[src/rtl/mdu_sequencer.sv]
// Multi-cycle multiply/divide sequencer for the 16-bit MIPS core.
// Radix-2 shift-add multiplier and restoring divider share one datapath;
// signed ops run on magnitudes and are sign-corrected in FIX before HI/LO
// are written. The core stalls fetch on instr_stall_sl while a job runs.
module mdu_sequencer #(
  parameter int WIDTH = 16,
  parameter int CNT_W = 5
) (
  input  logic             clock,
  input  logic             reset,
  input  logic             start,
  input  logic [1:0]       op,
  input  logic [WIDTH-1:0] a,
  input  logic [WIDTH-1:0] b,
  output logic [WIDTH-1:0] hi,
  output logic [WIDTH-1:0] lo,
  output logic             busy,
  output logic             instr_stall_sl,
  output logic             ready,
  output logic             div_zero
);

  typedef enum logic [1:0] {IDLE, RUN, FIX} state_t;

  state_t             state;
  logic [CNT_W-1:0]   cnt;
  logic               is_div;
  logic               sgn_a, sgn_b;   // only set for signed ops
  logic               b_zero;
  logic [WIDTH-1:0]   a_orig;         // un-negated dividend for the /0 result
  logic [WIDTH-1:0]   opnd;           // multiplicand or divisor magnitude
  logic [WIDTH-1:0]   low;            // multiplier / quotient shift register
  logic [WIDTH:0]     acc;            // upper accumulator / remainder, carry kept

  logic [WIDTH-1:0]   mag_a, mag_b;
  logic [WIDTH:0]     add_sum, shl;
  logic [WIDTH+1:0]   diff;
  logic [2*WIDTH-1:0] prod, prod_fix;
  logic [WIDTH-1:0]   quo_fix, rem_fix;

  assign busy           = (state == RUN) || (state == FIX);
  assign instr_stall_sl = ((state == IDLE) && start) || busy;

  // Operand magnitudes, one iteration of each algorithm, and sign fix-up
  always_comb begin
    mag_a    = (op[1] && a[WIDTH-1]) ? -a : a;
    mag_b    = (op[1] && b[WIDTH-1]) ? -b : b;
    add_sum  = acc + (low[0] ? {1'b0, opnd} : {(WIDTH+1){1'b0}});
    shl      = {acc[WIDTH-1:0], low[WIDTH-1]};
    diff     = {1'b0, shl} - {2'b00, opnd};
    prod     = {acc[WIDTH-1:0], low};
    prod_fix = (sgn_a ^ sgn_b) ? -prod : prod;
    quo_fix  = (sgn_a ^ sgn_b) ? -low : low;
    rem_fix  = sgn_a ? -acc[WIDTH-1:0] : acc[WIDTH-1:0];
  end

  // Sequencer FSM: latch operands, iterate WIDTH times, correct and commit
  always_ff @(posedge clock) begin
    if (reset) begin
      state    <= IDLE;
      cnt      <= '0;
      is_div   <= 1'b0;
      sgn_a    <= 1'b0;
      sgn_b    <= 1'b0;
      b_zero   <= 1'b0;
      a_orig   <= '0;
      opnd     <= '0;
      low      <= '0;
      acc      <= '0;
      hi       <= '0;
      lo       <= '0;
      ready    <= 1'b0;
      div_zero <= 1'b0;
    end else begin
      ready <= 1'b0;
      case (state)
        IDLE: begin
          if (start) begin
            is_div   <= op[0];
            sgn_a    <= op[1] & a[WIDTH-1];
            sgn_b    <= op[1] & b[WIDTH-1];
            a_orig   <= a;
            b_zero   <= (b == '0);
            low      <= mag_a;
            opnd     <= mag_b;
            acc      <= '0;
            cnt      <= '0;
            div_zero <= 1'b0;
            state    <= RUN;
          end
        end
        RUN: begin
          if (is_div) begin
            if (!diff[WIDTH+1]) begin
              acc <= diff[WIDTH:0];
              low <= {low[WIDTH-2:0], 1'b1};
            end else begin
              acc <= shl;
              low <= {low[WIDTH-2:0], 1'b0};
            end
          end else begin
            acc <= {1'b0, add_sum[WIDTH:1]};
            low <= {add_sum[0], low[WIDTH-1:1]};
          end
          cnt <= cnt + 1'b1;
          if (cnt == CNT_W'(WIDTH-1)) state <= FIX;
        end
        FIX: begin
          if (!is_div) begin
            {hi, lo} <= prod_fix;
          end else if (b_zero) begin
            hi       <= a_orig;
            lo       <= '1;
            div_zero <= 1'b1;
          end else begin
            hi <= rem_fix;
            lo <= quo_fix;
          end
          ready <= 1'b1;
          state <= IDLE;
        end
        default: state <= IDLE;
      endcase
    end
  end

endmodule

[config.mk]
export PLATFORM = sky130hd
export DESIGN_NAME = mdu_sequencer
export DESIGN_NICKNAME = d
export VERILOG_FILES = /design/src/rtl/mdu_sequencer.sv
export SDC_FILE = /design/constraint.sdc
export NUM_CORES = 1
export LEC_CHECK = 0
export BUFFER_PORTS_ARGS = -buffer_cell sky130_fd_sc_hd__buf_2
export CAP_MARGIN = 0
export CORE_MARGIN = 1.5
export CORE_UTILIZATION = 55
export CTS_CLUSTER_SIZE = 24
export DETAILED_ROUTE_END_ITERATION = 16
export MAX_ROUTING_LAYER = met4
export PLACE_DENSITY = 0.78
export SLEW_MARGIN = 5
export SYNTH_ARGS = -nofsm -noshare
export SYNTH_HDL_FRONTEND = slang
export SYNTH_SLANG_ARGS = --single-unit
[constraint.sdc]
create_clock -name clock -period 2.5 [get_ports clock]
set_input_delay 0.125 -clock clock [delete_from_list [all_inputs] [get_ports clock]]
set_output_delay 0.125 -clock clock [all_outputs]
set_load 0.1 [all_outputs]
==> results of run 1 <==
## registers in the layout (all words and copies together) (netlist names)
signal / cells
a_orig: 16
acc: 17
b_zero: 1
cnt: 5
div_zero: 1
hi: 16
is_div: 1
lo: 16
low: 16
opnd: 16
ready: 1
sgn_a: 1
sgn_b: 1
state: 2
## report_power, final
part	internal [mW]	leakage, nW	switching [mW]
Sequential	1.83	0.899	0.0755
Clock	0.793	0.140	0.716
Combinational	0.622	3.04	0.878
Total	3.25	4.08	1.67
## per-layer routing
metal	track usage, %	up-vias
met3	6.21	47
met5	-	-
met1	46.9	4009
li1	-	4134
met4	10.5	0
met2	47.9	436
## cells in the mapped netlist, drive strengths merged (17+ instances only)
cell      n
nand2   123
clkbuf   55
mux2i    27
ha       41
nor3     22
o31ai    19
dfxtp   110
inv      46
nor2    110
nand3    17
o211ai   19
o21ai    72
xnor2    55
a211oi   27
a21oi   100
xor2     27
## through the flow
| stage | power [mW] | TNS (ns) |
|---|---|---|
| finish | 4.92 | 0 |
| global route | 5.13 | -0.430 |
| CTS | 4.83 | 0 |
| detailed placement | 3.32 | -0.136 |
| global placement | 3.30 | -0.0173 |
| floorplan | 2.83 | 0 |
## what timing repair did
item / CTS / global route
setup endpoints to repair: 9 / 26
buffers inserted: 0 / 5
hold endpoints to repair: 1 / 0
resized for setup: 12 / 63
cloned: 0 / 0
hold buffers: 1 / 0
pin swaps: 2 / 23
## final cells by class
| type | count | area (um^2) |
|---|---|---|
| clock inverter | 5 | 67.6 |
| fill | 1261 | 4530 |
| inverter | 47 | 180 |
| sequential | 110 | 2210 |
| tap | 184 | 230 |
| timing repair buffer | 188 | 1260 |
| antenna | 1 | 2.50 |
| multi-input combinational | 853 | 5710 |
| clock buffer | 11 | 233 |
## path summary, 6_finish.rpt
path	cells after the start	endpoint	slack, ns
setup / recovery	7	hi[15]$_SDFFE_PP0P_	0.01
hold / removal	2	b_zero$_SDFFE_PP0P_	0.02
setup reg to reg	7	hi[15]$_SDFFE_PP0P_	0.01
hold reg to reg	2	hi[6]$_SDFFE_PP0P_	0.47
## kinds of logic after synthesis
kind of cell | after synthesis | synth area share (%)
xor gates and xnor gates | 82 | 8.89
DFF | 110 | 27.3
and+or+nand+nor | 352 | 20.2
muxes | 28 | 3.48
adders and majority gates | 43 | 6.84
AOI/OAI and AO/OA | 348 | 27.8
buffers and inverters | 114 | 5.48
==> results.py, run 1 <==
metrics = {
    "run_status": {
        "status": "completed",
    },
    "critical_path": {
        "endpoint_kind": "flop",
        "arrival_ns": 2.75,
        "critical_path.cell_chain": "buf_4 > or2_2 > or4_4 > nor3_2 > nand2_2 > a211o_1 > a32o_1",
        "reg2reg_from": "low[0]$_SDFFE_PP0P_",
        "crit_family": "simple AND/OR/NAND/NOR gates",
        "cp_max_fo": 5,
        "startpoint": "low[0]$_SDFFE_PP0P_",
        "worstSetupStartpointType": "flop",
        "worstSetupPathType": "reg2reg",
        "path_buf_inv": 1,
        "slowest_stage": "or4_4",
        "required_ns": 2.76,
        "max_stage_delay_ns": 0.55,
    },
    "timing": {
        "finalMaxSlewViolations": 0,
        "fin_skew_ns": 0.0116,
        "timing.final.crit_period_ns": 2.49,
        "fin_crit_sh_pct": 99.6,
        "finalHoldViolCount": 0,
        "setup_violations": 0,
        "holdWs_ns": 0.0234,
        "fin_ws_ns": 0.0101,
        "max_slew_margin_pct": 59.1,
        "fmax_mhz": 402,
        "worst_slew_pin_slew_ns": 0.614,
        "rsz0062_at_grt": "yes",
    },
    "power": {
        "p_per_area_nw_per_um2": 497,
        "leakagePower_nw": 4.08,
        "ir_drop_uv": 454,
    },
    "placement": {
        "routabilityCongestion": 1.03,
        "placement.cell_area_um2": 9240,
        "port_buffers": 72,
        "dpl.cell_count": 1376,
        "dp_worst_setup_slack_ns": -0.0430,
        "dpl.hpwl_mm": 19.0,
    },
    "floorplanning": {
        "dieArea_um2": 15400,
        "core_um2": 14400,
        "num_rows": 44,
        "initial_core_util_pct": 56.0,
        "pin_count": 73,
        "chipHeight_um": 124,
        "die_w_um": 124,
    },
    "cells_and_area": {
        "layout_commonest_cell": "nand2_1",
        "fin_nets": 1289,
        "fin_util_pct": 68.6,
        "fin_area_um2": 9890,
        "mostFrequentLayoutCells": "nand2_1, buf_4, nor2_1",
        "area_growth_pct": 22.4,
        "drive_gt1_share_pct": 22.6,
        "final_cells": 1399,
    },
    "route": {
        "ant_nets": 0,
        "wl_met1_mm": 11.7,
        "finalWirelength_mm": 25.7,
        "top_layer": "met4",
        "drtIter0Drc": 876,
        "wl_met2_mm": 11.1,
        "drc": 0,
        "wl_met3_mm": 2.27,
        "viasPerCell": 6.17,
        "drtPass1Iterations": 7,
        "drt-wirelength-per-cell_um": 18.4,
        "vias": 8626,
    },
    "clock_tree": {
        "clock-sinks": 110,
        "clk_pin_slew_ns": 0.08,
        "cts-root-buf": "clkbuf_16",
        "ctsHtreeMaxLevel": 3,
        "cts_tree": "done",
        "clock_latency_ns": 0.37,
        "clockBufferDepth": 2,
        "cts_made_buffers": 9,
    },
    "min_path": {
        "min_path_type": "in2reg",
        "min_from": "reset",
    },
    "grt": {
        "grt_pass1_vias": 7813,
        "grt_usage_pct": 33.2,
        "antenna_found_initial": 1,
        "grt_pass1_wl_mm": 40.5,
        "grt_max_degree": 59,
        "gr-total-overflow": 0,
    },
    "synthesis": {
        "netlist_top_cells_area": "dfxtp_1, ha_1, a21oi_1",
        "yosysWarnings": 0,
        "netlist.area_leader.share_pct": 27.3,
        "synth-seq-cells": 110,
        "yosysTopAreaCell": "dfxtp_1",
        "synth_area_um2": 8080,
        "synth_edf_count": 0,
        "avgSynthCellArea_um2": 7.50,
        "syn_inst": 1077,
        "syn-num-nets": 1157,
        "synth.yosys.seq_area_share_pct": 27.3,
        "synthArstFlopShare_pct": 0,
        "synthFlopType": "dfxtp_1",
        "yosysUniqueCellTypes": 69,
    },
    "job": {
        "maxCapViolCount": 0,
    },
}
No activity file was read; power rests on OpenSTA's default activity.
==> inputs of run 2 (changes only) <==
--- a/config.mk
+++ b/config.mk
@@ -5,14 +5,15 @@
 export SDC_FILE = /design/constraint.sdc
 export NUM_CORES = 1
 export LEC_CHECK = 0
-export BUFFER_PORTS_ARGS = -buffer_cell sky130_fd_sc_hd__buf_2
 export CAP_MARGIN = 0
 export CORE_MARGIN = 1.5
 export CORE_UTILIZATION = 55
 export CTS_CLUSTER_SIZE = 24
 export DETAILED_ROUTE_END_ITERATION = 16
+export DONT_BUFFER_PORTS = 1
 export MAX_ROUTING_LAYER = met4
-export PLACE_DENSITY = 0.78
+export PLACE_DENSITY = 0.73
+export RECOVER_POWER = 25
 export SLEW_MARGIN = 5
 export SYNTH_ARGS = -nofsm -noshare
 export SYNTH_HDL_FRONTEND = slang
==> results.py, run 2 (synthesized netlist as in run 1, its figures left out) <==
metrics = {
    "floorplanning": {
        "pin_count": 73,
        "core_um2": 14400,
        "chipHeight_um": 124,
        "die_w_um": 124,
        "num_rows": 44,
        "dieArea_um2": 15400,
        "initial_core_util_pct": 56.0,
    },
    "clock_tree": {
        "clockBufferDepth": 2,
        "clk_pin_slew_ns": 0.07,
        "clock-sinks": 110,
        "cts-root-buf": "clkbuf_16",
        "clock_latency_ns": 0.37,
        "ctsHtreeMaxLevel": 3,
        "cts_made_buffers": 9,
        "cts_tree": "done",
    },
    "route": {
        "drtPass1Iterations": 5,
        "drtIter0Drc": 700,
        "drt-wirelength-per-cell_um": 19.3,
        "vias": 8619,
        "drc": 0,
        "ant_nets": 0,
        "finalWirelength_mm": 26.8,
        "viasPerCell": 6.18,
    },
    "critical_path": {
        "r2r_cells": 10,
        "worstSetupPathType": "reg2reg",
        "crit_cells": 10,
        "r2r_setup_slack_ns": -0.02,
        "critPathCapture": "acc[16]$_SDFFE_PP0P_",
        "reg2reg_from": "low[15]$_SDFFE_PP0P_",
        "max_stage_delay_ns": 0.47,
        "arrival_ns": 2.82,
        "critical_path.cell_chain": "inv_2 > ha_4 > fa_2 > nor2b_2 > o31a_1 > o31ai_4 > o31ai_2 > a311o_1 > or4_1 > nand3_1",
        "r2r_end": "acc[16]$_SDFFE_PP0P_",
        "worstSetupStartpointType": "flop",
        "slowest_stage": "or4_1",
        "path_buf_inv": 1,
        "startpoint": "low[15]$_SDFFE_PP0P_",
        "crit_family": "compound AO/OA/AOI/OAI gates",
        "cp_max_fo": 3,
        "endpoint_kind": "flop",
        "required_ns": 2.81,
    },
    "timing": {
        "timing.final.crit_period_ns": 2.52,
        "fin_ws_ns": -0.0182,
        "fin_skew_ns": 0.0144,
        "rsz0062_at_grt": "yes",
        "finalHoldViolCount": 0,
        "max_slew_margin_pct": 17.0,
        "setup_violations": 1,
        "fmax_mhz": 397,
        "fin_crit_sh_pct": 101,
        "worst_slew_pin_slew_ns": 1.25,
        "finalMaxSlewViolations": 0,
    },
    "job": {
        "maxCapViolCount": 0,
    },
    "power": {
        "power.internal_mw": 3.42,
        "pwr-share-seq_pct": 37.6,
        "totalPowerFinal_mw": 5.08,
        "switching_share_pct": 32.8,
        "power.share.clock_pct": 32.9,
        "combPwrFrac_pct": 29.5,
        "leakagePower_nw": 3.96,
        "p_sw_mw": 1.67,
        "ir_drop_uv": 466,
        "p_per_area_nw_per_um2": 507,
    },
    "placement": {
        "dp_worst_setup_slack_ns": -0.0808,
        "port_buffers": 0,
        "dpl.hpwl_mm": 19.2,
        "routabilityCongestion": 0.962,
    },
    "cells_and_area": {
        "nFillCells": 1273,
        "fin_nets": 1285,
        "drive_gt1_share_pct": 17.0,
        "regMostFlops": "acc",
        "antenna_cells": 0,
        "layout_commonest_cell": "nand2_1",
        "regArea_um2": 2210,
        "largest_register_ffs": 17,
        "area_growth_pct": 24.1,
        "fin_util_pct": 69.5,
        "multiInputGateArea_um2": 5710,
        "mostFrequentLayoutCells": "nand2_1, buf_4, nor2_1",
    },
    "grt": {
        "grt_max_degree": 88,
        "grt_usage_pct": 34.7,
        "grt_pass1_wl_mm": 42.1,
        "grt_pass1_vias": 8002,
        "antenna_found_initial": 0,
        "gr-total-overflow": 0,
    },
    "run_status": {
        "violations": "setup timing",
        "status": "complete, but fails checks",
    },
    "min_path": {
        "min_path_type": "in2reg",
    },
}
==> run 2: changes by cell type in the layout (fill, tap and decap cells not counted), moves of 3 or more <==
cell           previous run  this run
a21oi_1                  92        95
buf_2                    72         0
buf_4                   112       117
clkbuf_1                  2        33
dlygate4sd3_1             1        32
inv_2                     2         5
o31ai_2                   2         6
==> run 2: power groups by stage <==
stage,Clock (mW),Combinational [mW],Sequential (mW)
final,1.67,1.50,1.91
after global routing,1.75,1.62,1.92
after CTS,1.68,1.40,1.90
after detailed placement,0,1.31,1.94
after global placement,0,1.30,1.94
after floorplan,0,0.908,1.92
==> run 2: worst min-delay path by stage <==
stage | startpoint | cells past startpoint | to
floorplan | a[10] | 2 | a_orig[10]$_SDFFE_PP0P_
global placement | reset | 1 | opnd[8]$_SDFFE_PP0P_
detailed placement | reset | 1 | opnd[8]$_SDFFE_PP0P_
CTS | start | 2 | state[0]$_SDFFE_PP0P_
global route | start | 2 | state[0]$_SDFFE_PP0P_
finish | start | 2 | state[0]$_SDFFE_PP0P_
==> run 2: through the flow <==
step / setup TNS (ns) / std cells / instance area (um^2) / hold slack, ns
2_1_floorplan: 0 / 1077 / 8080 / 0.261
3_3_place_gp: -0.00846 / 1341 / 9150 / 0.216
3_5_place_dp: -0.182 / 1341 / 9150 / 0.221
4_1_cts: -0.0205 / 1390 / 9860 / 0.000230
5_1_grt: -0.554 / 1394 / 10000 / 0.0173
6_report: -0.0182 / 1394 / 10000 / 0.000399
==> run 2: repair_timing <==
action | CTS | global route
endpoints found under the hold margin | 87 | 0
resized for setup | 7 | 64
hold buffers | 33 | 0
endpoints found under the setup margin | 7 | 24
setup buffers | 0 | 4
pin swaps | 2 | 18
==> run 2: cell type report <==
cell class | count | share of cell area (%)
Sequential cell | 110 | 22.0
Inverter | 47 | 1.76
Timing Repair Buffer | 184 | 13.6
Clock buffer | 11 | 2.52
Multi-Input combinational cell | 853 | 56.9
Clock inverter | 5 | 0.886
Tap cell | 184 | 2.30
==> run 2: metal layers <==
metal	global-route usage [%]	share of wire, %	vias to the layer above
met3	6.68	8.5	52
li1	-	-	4125
met1	48.0	46	4053
met5	-	0	-
met2	51.6	43	389
met4	10.1	2.4	0
==> inputs of run 3 (changes only) <==
--- a/config.mk
+++ b/config.mk
@@ -5,14 +5,16 @@
 export SDC_FILE = /design/constraint.sdc
 export NUM_CORES = 1
 export LEC_CHECK = 0
+export ABC_AREA = 0
 export CAP_MARGIN = 0
+export CORE_ASPECT_RATIO = 0.5
 export CORE_MARGIN = 1.5
 export CORE_UTILIZATION = 55
 export CTS_CLUSTER_SIZE = 24
 export DETAILED_ROUTE_END_ITERATION = 16
 export DONT_BUFFER_PORTS = 1
 export MAX_ROUTING_LAYER = met4
-export PLACE_DENSITY = 0.73
+export PLACE_DENSITY = 0.7
 export RECOVER_POWER = 25
 export SLEW_MARGIN = 5
 export SYNTH_ARGS = -nofsm -noshare
==> constraint.sdc (replaced) <==
create_clock -name clock -period 2.95 [get_ports clock]
set_input_delay 0.1475 -clock clock [delete_from_list [all_inputs] [get_ports clock]]
set_output_delay 0.1475 -clock clock [all_outputs]
set_load 0.1 [all_outputs]
==> results.py, run 3 (synthesized netlist as in run 1, its figures left out) <==
metrics = {
    "run_status": {
        "status": "completed",
    },
    "timing": {
        "fin_skew_ns": 0.0117,
        "fin_setup_tns_ns": 0,
        "fmax_mhz": 355,
        "worst_slew_pin_slew_ns": 1.23,
        "finalMaxSlewViolations": 0,
        "finalHoldViolCount": 0,
        "rsz0062_at_grt": "yes",
        "fin_ws_ns": 0.132,
        "max_slew_margin_pct": 17.8,
        "holdWs_ns": 0.00174,
        "timing.final.crit_period_ns": 2.82,
        "setup_violations": 0,
        "fin_crit_sh_pct": 95.5,
    },
    "placement": {
        "placement.cell_area_um2": 8600,
        "routabilityCongestion": 0.963,
        "port_buffers": 0,
        "dp_worst_setup_slack_ns": 0.0923,
        "dpl.hpwl_mm": 17.9,
    },
    "route": {
        "drc": 0,
        "drtPass1Iterations": 5,
        "vias": 8256,
        "ant_nets": 0,
        "finalWirelength_mm": 24.7,
        "drt-wirelength-per-cell_um": 18.7,
        "viasPerCell": 6.25,
        "drtIter0Drc": 706,
    },
    "critical_path": {
        "path_buf_inv": 1,
        "worstSetupPathType": "reg2reg",
        "critical_path.cell_chain": "inv_1 > ha_1 > fa_1 > nor2b_1 > o31a_1 > o22ai_1 > o41ai_1 > xor2_1 > mux2i_1 > a311oi_1",
        "arrival_ns": 3.10,
        "crit_family": "compound AO/OA/AOI/OAI gates",
        "endpoint_kind": "flop",
        "r2r_cells": 10,
        "required_ns": 3.23,
        "cp_max_fo": 6,
        "crit_cells": 10,
        "worstSetupStartpointType": "flop",
        "max_stage_delay_ns": 0.47,
        "slowest_stage": "dfxtp_1",
    },
    "clock_tree": {
        "cts_made_buffers": 9,
        "clk_pin_slew_ns": 0.08,
        "clock_latency_ns": 0.37,
        "clock-sinks": 110,
        "cts_setup_buffers": 0,
        "cts-root-buf": "clkbuf_16",
        "clockBufferDepth": 2,
        "ctsHtreeMaxLevel": 3,
        "cts_tree": "done",
    },
    "floorplanning": {
        "core_um2": 14400,
        "dieArea_um2": 15500,
        "num_rows": 31,
        "initial_core_util_pct": 56.2,
        "pin_count": 73,
        "chipHeight_um": 88.7,
        "die_w_um": 174,
    },
    "cells_and_area": {
        "mostFrequentLayoutCells": "nand2_1, nor2_1, dfxtp_1",
        "largest_register_ffs": 17,
        "fin_area_um2": 9130,
        "multiInputGateArea_um2": 5450,
        "layout_commonest_cell": "nand2_1",
        "regArea_um2": 2200,
        "fin_nets": 1199,
        "regMostFlops": "acc",
        "nFillCells": 1293,
        "area_growth_pct": 13.0,
        "antenna_cells": 0,
        "drive_gt1_share_pct": 7.21,
    },
    "grt": {
        "gr-total-overflow": 0,
        "grt_pass1_vias": 7727,
        "antenna_found_initial": 0,
        "grt_pass1_wl_mm": 40.0,
        "grt_max_degree": 88,
        "grt_usage_pct": 33.6,
    },
    "power": {
        "ir_drop_uv": 262,
        "leakagePower_nw": 3.50,
        "power.internal_mw": 2.58,
        "power.share.clock_pct": 32.3,
        "p_per_area_nw_per_um2": 435,
        "p_sw_mw": 1.39,
        "combPwrFrac_pct": 26.6,
        "pwr-share-seq_pct": 41.1,
        "switching_share_pct": 35.0,
        "totalPowerFinal_mw": 3.97,
    },
    "min_path": {
        "hold_path_depth": 3,
        "min_path_type": "in2reg",
    },
    "job": {
        "maxCapViolCount": 0,
    },
}
==> run 3: cell types whose count changed in the layout (fill, tap and decap cells not counted), moves of 5 or more <==
| cell | before | now |
|---|---|---|
| buf_4 | 117 | 37 |
| inv_2 | 5 | 0 |
| o31ai_1 | 12 | 17 |
| o21ai_1 | 8 | 0 |
| a21oi_1 | 95 | 100 |
| a21oi_2 | 5 | 0 |
| o21ai_0 | 64 | 72 |
| ha_1 | 34 | 41 |
==> run 3: worst paths after layout <==
| check | start | to | slack, ns |
|---|---|---|---|
| worst min-delay path | b[15] | b_zero$_SDFFE_PP0P_ | 0.002 |
| worst max register to register | low[15]$_SDFFE_PP0P_ | acc[14]$_SDFFE_PP0P_ | 0.13 |
| worst min register to register | a_orig[1]$_SDFFE_PP0P_ | a_orig[1]$_SDFFE_PP0P_ | 0.46 |
| worst max-delay path | low[15]$_SDFFE_PP0P_ | acc[14]$_SDFFE_PP0P_ | 0.13 |
==> run 3: timing repair <==
action,CTS,global route
gates resized for setup,0,6
hold buffers,30,0
setup endpoints to repair,0,15
hold endpoints to repair,87,0
==> run 3: routing by layer <==
layer  wire length [um]  GRT usage, %  vias up
met2              11100          54.5      319
met1              11000          43.7     3929
met3               2100          4.94       46
li1                   -             -     3962
met5                  0             -        -
met4                537          10.2        0
==> run 3: worst register-to-register path, stage by stage, from the launching register on <==
cell and delay [ns]:
dfxtp_1 0.47, inv_1 0.13, ha_1 0.23, fa_1 0.41, nor2b_1 0.17, o31a_1 0.22, o22ai_1 0.18, o41ai_1 0.35
xor2_1 0.21, mux2i_1 0.11, a311oi_1 0.26
==> run 3: power by group through the flow <==
stage                     clock (mW)  sequential, mW  combinational, mW
after floorplan                    0            1.63              0.770
after global placement             0            1.66              0.953
after detailed placement           0            1.66              0.967
after CTS                       1.30            1.63               1.03
after global routing            1.36            1.64               1.15
final                           1.28            1.63               1.06
==> run 3: through the flow <==
stage,std cells,util (%)
finish,1322,63.5
global route,1322,63.5
CTS,1322,64.1
detailed placement,1276,59.8
global placement,1276,59.8
floorplan,1077,-
==> run 3: layout make-up <==
class | instances | area share, %
repair buffers | 98 | 8.15
inverters | 47 | 1.97
clock buffers | 9 | 2.47
clock inverters | 7 | 0.904
flip-flops and latches | 110 | 24.1
multi-input cells | 853 | 59.7
well taps | 198 | 2.71
